$ cat src/rtl/shift_left_iterative.sv
// rtl/shift_left_iterative.sv - multi-cycle logical left shifter, one bit per clock
// Valid/ready on both sides; a single operation in flight at a time.
module shift_left_iterative #(
  parameter int N = 32
) (
  input  logic                 clk,
  input  logic                 rst,
  input  logic                 in_valid,
  output logic                 in_ready,
  input  logic [N-1:0]         in,
  input  logic [$clog2(N)-1:0] shamt,
  output logic                 out_valid,
  input  logic                 out_ready,
  output logic [N-1:0]         out,
  output logic                 busy
);

  localparam int SW = $clog2(N);

  typedef enum logic [1:0] {
    S_IDLE  = 2'd0,
    S_SHIFT = 2'd1,
    S_DONE  = 2'd2
  } state_t;

  state_t          state_q, state_d;
  logic [N-1:0]    data_q, data_d;
  logic [SW-1:0]   count_q, count_d;
  logic            in_ready_q, in_ready_d;
  logic            out_valid_q, out_valid_d;
  logic            busy_q, busy_d;
  logic [N-1:0]    out_q, out_d;

  always_comb begin
    state_d = state_q;
    data_d  = data_q;
    count_d = count_q;
    case (state_q)
      S_IDLE: begin
        if (in_valid) begin
          data_d  = in;
          count_d = shamt;
          state_d = (shamt == '0) ? S_DONE : S_SHIFT;
        end
      end
      S_SHIFT: begin
        data_d  = {data_q[N-2:0], 1'b0};
        count_d = count_q - SW'(1);
        if (count_q == SW'(1)) begin
          state_d = S_DONE;
        end
      end
      S_DONE: begin
        if (out_ready) begin
          state_d = S_IDLE;
        end
      end
      default: state_d = S_IDLE;
    endcase

    // Outputs are registered from the next state so they depend on state only.
    in_ready_d  = (state_d == S_IDLE);
    out_valid_d = (state_d == S_DONE);
    busy_d      = (state_d == S_SHIFT) || (state_d == S_DONE);
    out_d       = (state_d == S_DONE) ? data_d : '0;
  end

  always_ff @(posedge clk) begin
    if (rst) begin
      state_q     <= S_IDLE;
      data_q      <= '0;
      count_q     <= '0;
      in_ready_q  <= 1'b1;
      out_valid_q <= 1'b0;
      busy_q      <= 1'b0;
      out_q       <= '0;
    end else begin
      state_q     <= state_d;
      data_q      <= data_d;
      count_q     <= count_d;
      in_ready_q  <= in_ready_d;
      out_valid_q <= out_valid_d;
      busy_q      <= busy_d;
      out_q       <= out_d;
    end
  end

  assign in_ready  = in_ready_q;
  assign out_valid = out_valid_q;
  assign busy      = busy_q;
  assign out       = out_q;

endmodule

$ cat config.mk
export PLATFORM = sky130hd
export DESIGN_NAME = shift_left_iterative
export DESIGN_NICKNAME = d
export VERILOG_FILES = /design/src/rtl/shift_left_iterative.sv
export SDC_FILE = /design/constraint.sdc
export NUM_CORES = 1
export LEC_CHECK = 0
export CAP_MARGIN = 25
export CORE_MARGIN = 10
export CORE_UTILIZATION = 45
export DETAILED_ROUTE_END_ITERATION = 10
export GPL_ROUTABILITY_DRIVEN = 0
export GPL_TIMING_DRIVEN = 1
export HOLD_SLACK_MARGIN = 0.08
export PLACE_DENSITY = 0.74
export REMOVE_ABC_BUFFERS = 1
export SLEW_MARGIN = 20
export SYNTH_ARGS = -nofsm -noshare
export SYNTH_HDL_FRONTEND = slang
export SYNTH_SLANG_ARGS = --single-unit
$ cat constraint.sdc
create_clock -name clk -period 2.8 [get_ports clk]
set_clock_uncertainty 0.15 [all_clocks]
set_input_delay 0.56 -clock clk [delete_from_list [all_inputs] [get_ports clk]]
set_output_delay 0.56 -clock clk [all_outputs]
set_load 0.01 [all_outputs]
==> impl_results.md, run 1 <==
* Run status: completed
* Unrepaired setup endpoints after global routing: false
* Number of resized instances in the post-cts repair step at 0
* Final-report hold violation count at 0
* Most used flip-flop cell after synthesis: sky130_fd_sc_hd__dfxtp_1
* Main combinational cell family by area after synthesis: simple AND/OR/NAND/NOR gates
* Vert. Die Dim at a little over 100 µm
* Layout net count at between 400 and 500
* Type of element launching the critical path: input port
* Routed wire length per instance at 15.9 µm
* Final setup margin at a little over 400 ps
* Time the worst path needs with I/O delays and setup at around 2400 ps
* Pin count of the biggest net entering global routing at 65
* Routed WL at about 8000 µm
* Synth Warn # at 0
* Clock Tree Buf Depth at 2
* Most frequent standard cell in the layout excluding fill and tap cells: sky130_fd_sc_hd__clkdlybuf4s50_1
* Sequential fraction of the synthesis area at a little under half
* Post-CTS setup buffer count at 0
* Fraction of layout cells with a size suffix above 1 at between 10 and 15%
* Buffer cell driving the clock tree root: sky130_fd_sc_hd__clkbuf_8
* Worst relative slew slack at around 65%
* Global-route wire length before repair at about 13000 µm
* Cts bufs inserted at 9
* Post-Syn Instances at about 350
* Crit path capture type: flip-flop
* Total core area at 0.00676 mm²
* Post-synthesis instance area at roughly 0.0031 mm²
* Pins over their slew limit at 0
* Initial core utilization at a little under half
* Detailed placement HPWL at 5410 µm
* Cells traversed along the worst timing path: clkdlybuf4s50_1 -> nor4_1 -> a21oi_1 -> o21ai_0 -> ha_1 -> nand2_1 -> buf_12 -> nor3_1
* Number of antenna violations at the first check in global routing at 0
* Max cap viols at 0
* Final setup violation count at 0
* Leftover overflow at the end of global routing at 0
* Number of global-route vias before repair at roughly 2.9k
* I/O pin count at between 70 and 80
* Largest fanout on the critical path at 27
* Total placed instance area at 0.00393 mm²
* Data arrival time of the critical path at 2480 ps
* Area Overhead vs Synth at 31.7%
* #FFs+latches synth at between 70 and 80
* Portion of synthesized cell area occupied by the leading cell type at a little under half
* PD cells at approximately 570 mW/mm²
* P_leak at about 1.6 nW
* Cell total after placement at ~480
* CP Class: in -> reg
* Max H-tree Level at 3
* Number of synthesized flops with an enable pin at 0
* Adder and majority cell fraction of the synthesized area at under 10%
* Global Route Usage Sum at 15.2%
* Proportion of synthesized area in mux cells at 0%
* Actual transition at the worst max-transition pin at between 500 and 600 ps
* Worst-path cell with the longest stage delay: sky130_fd_sc_hd__clkdlybuf4s50_1
* Worst VDD drop at 0.000353 V
* Library cell occupying the most area in the post-synthesis netlist: sky130_fd_sc_hd__dfxtp_1
* Site row count at 30
* Buffers on Ports at 75
* Minimum setup slack after placement at ~120 ps
* Final Instance Area at 0.00409 mm²
* Final period utilization at about 85%
* Synthesized-area fraction occupied by xor and xnor cells at 0%
* Simple-gate area share of the yosys netlist at 29.1%
* Via count normalized by instance count at 5.56
* TritonRoute pass-1 iters at 4
* Area enclosed by the die boundary at between 0.01 and 0.015 mm²
* Post-layout instance count excluding filler cells at 500
* Quantity of hold-fixing buffers added after cts at 0
* Clock slew at reported path FFs at 80 ps
* FFs w/ async S/R, synth at 0%
* Synth Area per Inst at roughly 9 µm²
* Data required time at the worst endpoint at slightly below 3000 ps
* Vias post-DR at about 2.8k
* Unique cell type count in the Yosys netlist at 34
* Top post-synthesis cells by area: sky130_fd_sc_hd__dfxtp_1 48%, sky130_fd_sc_hd__nor3_1 9.7%, sky130_fd_sc_hd__or3b_1 8.7%
* CTS tree: built
* Chip Width at 103 µm
* Worst path buffer plus inverter count at 2
* # DRC at 0
* Final cell utilization of the core at about three fifths
* Leading cell types in the layout, fill and taps excluded: 74 x sky130_fd_sc_hd__clkdlybuf4s50_1, 73 x sky130_fd_sc_hd__dfxtp_1, 60 x sky130_fd_sc_hd__nor3_1, 42 x sky130_fd_sc_hd__a21oi_1
* Clock sink count at 74
* Largest stage delay, worst path at ~430 ps
* Compound-cell area share of the yosys netlist at between 10% and 20%
* Gate family responsible for the most delay along the worst path: simple AND/OR/NAND/NOR gates
* Type of the most critical hold path: reg -> reg
* Later-pin clock latency in the skew report at 340 ps
* Max Clk Rate at 0.419 GHz
* # diodes at 0
* DR iter-0 viols at ~100
* Routed Antenna Nets at 0
-- per-layer routing --
| layer | GRT usage, % | vias to the layer above | wire length [µm] |
|---|---|---|---|
| li1 | - | 1398 | - |
| met1 | 18.1 | 1307 | 3620 |
| met2 | 25.5 | 65 | 3810 |
| met3 | 3.82 | 11 | 434 |
| met4 | 6.20 | 0 | 112 |
| met5 | 0 | - | 0 |
-- cells by family after synthesis --
family,Yosys count
compound gates,88
fa+ha+maj,4
buf+inv,36
flops,74
simple gates,144
-- synth_stat cells, types with 2 or more instances --
cell	n
sky130_fd_sc_hd__clkbuf_2	2
sky130_fd_sc_hd__clkbuf_1	16
sky130_fd_sc_hd__nor4b_1	2
sky130_fd_sc_hd__a21oi_1	42
sky130_fd_sc_hd__nand2b_1	4
sky130_fd_sc_hd__or2_2	31
sky130_fd_sc_hd__nand2_1	5
sky130_fd_sc_hd__or3b_1	31
sky130_fd_sc_hd__nor2b_1	2
sky130_fd_sc_hd__inv_1	6
sky130_fd_sc_hd__ha_1	4
sky130_fd_sc_hd__nor3_1	60
sky130_fd_sc_hd__nand3b_1	3
sky130_fd_sc_hd__o21ai_0	5
sky130_fd_sc_hd__a21o_1	2
sky130_fd_sc_hd__buf_2	10
sky130_fd_sc_hd__dfxtp_1	74
sky130_fd_sc_hd__a32oi_1	2
sky130_fd_sc_hd__o22ai_1	30
-- per-stage QoR --
| stage | total power, mW | hold WS [ps] | TNS, ps |
|---|---|---|---|
| global route | 2.45 | 401 | 0 |
| floorplan | 1.46 | 317 | -11630 |
| global placement | 1.62 | 352 | 0 |
| finish | 2.33 | 350 | 0 |
| CTS | 2.34 | 355 | 0 |
| detailed placement | 1.63 | 353 | 0 |
-- tightest hold or removal path, stage by stage, from the launching register on --
cell and delay (ps):
sky130_fd_sc_hd__dfxtp_1 320, sky130_fd_sc_hd__nand2b_1 80, sky130_fd_sc_hd__a21oi_1 60
-- registers in the layout, indices dropped and copies added, names as in the netlist --
register,cells
out,32
busy,1
out_valid,1
count_q,5
in_ready,1
data_q,32
state_q,2
-- where the power goes --
part / internal, mW / total (mW) / switching, mW
Sequential: 1.13 / 1.19 / 0.0634
Clock: 0.343 / 0.719 / 0.376
Combinational: 0.216 / 0.416 / 0.200
-- area by class of cell --
| class | instances | area, µm² |
|---|---|---|
| sequential | 74 | 1480 |
| timing repair buffer | 87 | 848 |
| inverter | 7 | 26.3 |
| clock inverter | 3 | 15.0 |
| tap | 80 | 100 |
| multi-input combinational | 236 | 1470 |
| fill | 607 | 2660 |
| clock buffer | 13 | 149 |
-- worst paths after layout --
kind / depth (start not counted) / slack, ps / end / from
worst min-delay path: 2 / 350 / out[16]$_SDFF_PP0_ / data_q[16]$_SDFF_PP0_
worst max register to register: 9 / 570 / out[19]$_SDFF_PP0_ / count_q[1]$_SDFFE_PP0P_
worst max-delay path: 8 / 410 / out[19]$_SDFF_PP0_ / shamt[2]
worst min register to register: 2 / 350 / out[16]$_SDFF_PP0_ / data_q[16]$_SDFF_PP0_
No activity file was read; power rests on OpenSTA's default activity.
==> run 2, diff against run 1 <==
Clock period 2.8 ns to 2.85 ns, I/O delays scaled along.
==> results of run 2 <==
Same layout as run 1 (identical final DEF). Status: completed.
Main changes from that run: setup slack after placement 118 ps -> 158 ps; setup slack after layout 415 ps -> 455 ps; register-to-register setup slack 570 ps -> 620 ps; total power 2.33 mW -> 2.29 mW; worst IR drop on VDD 0.000353 V -> 0.000346 V
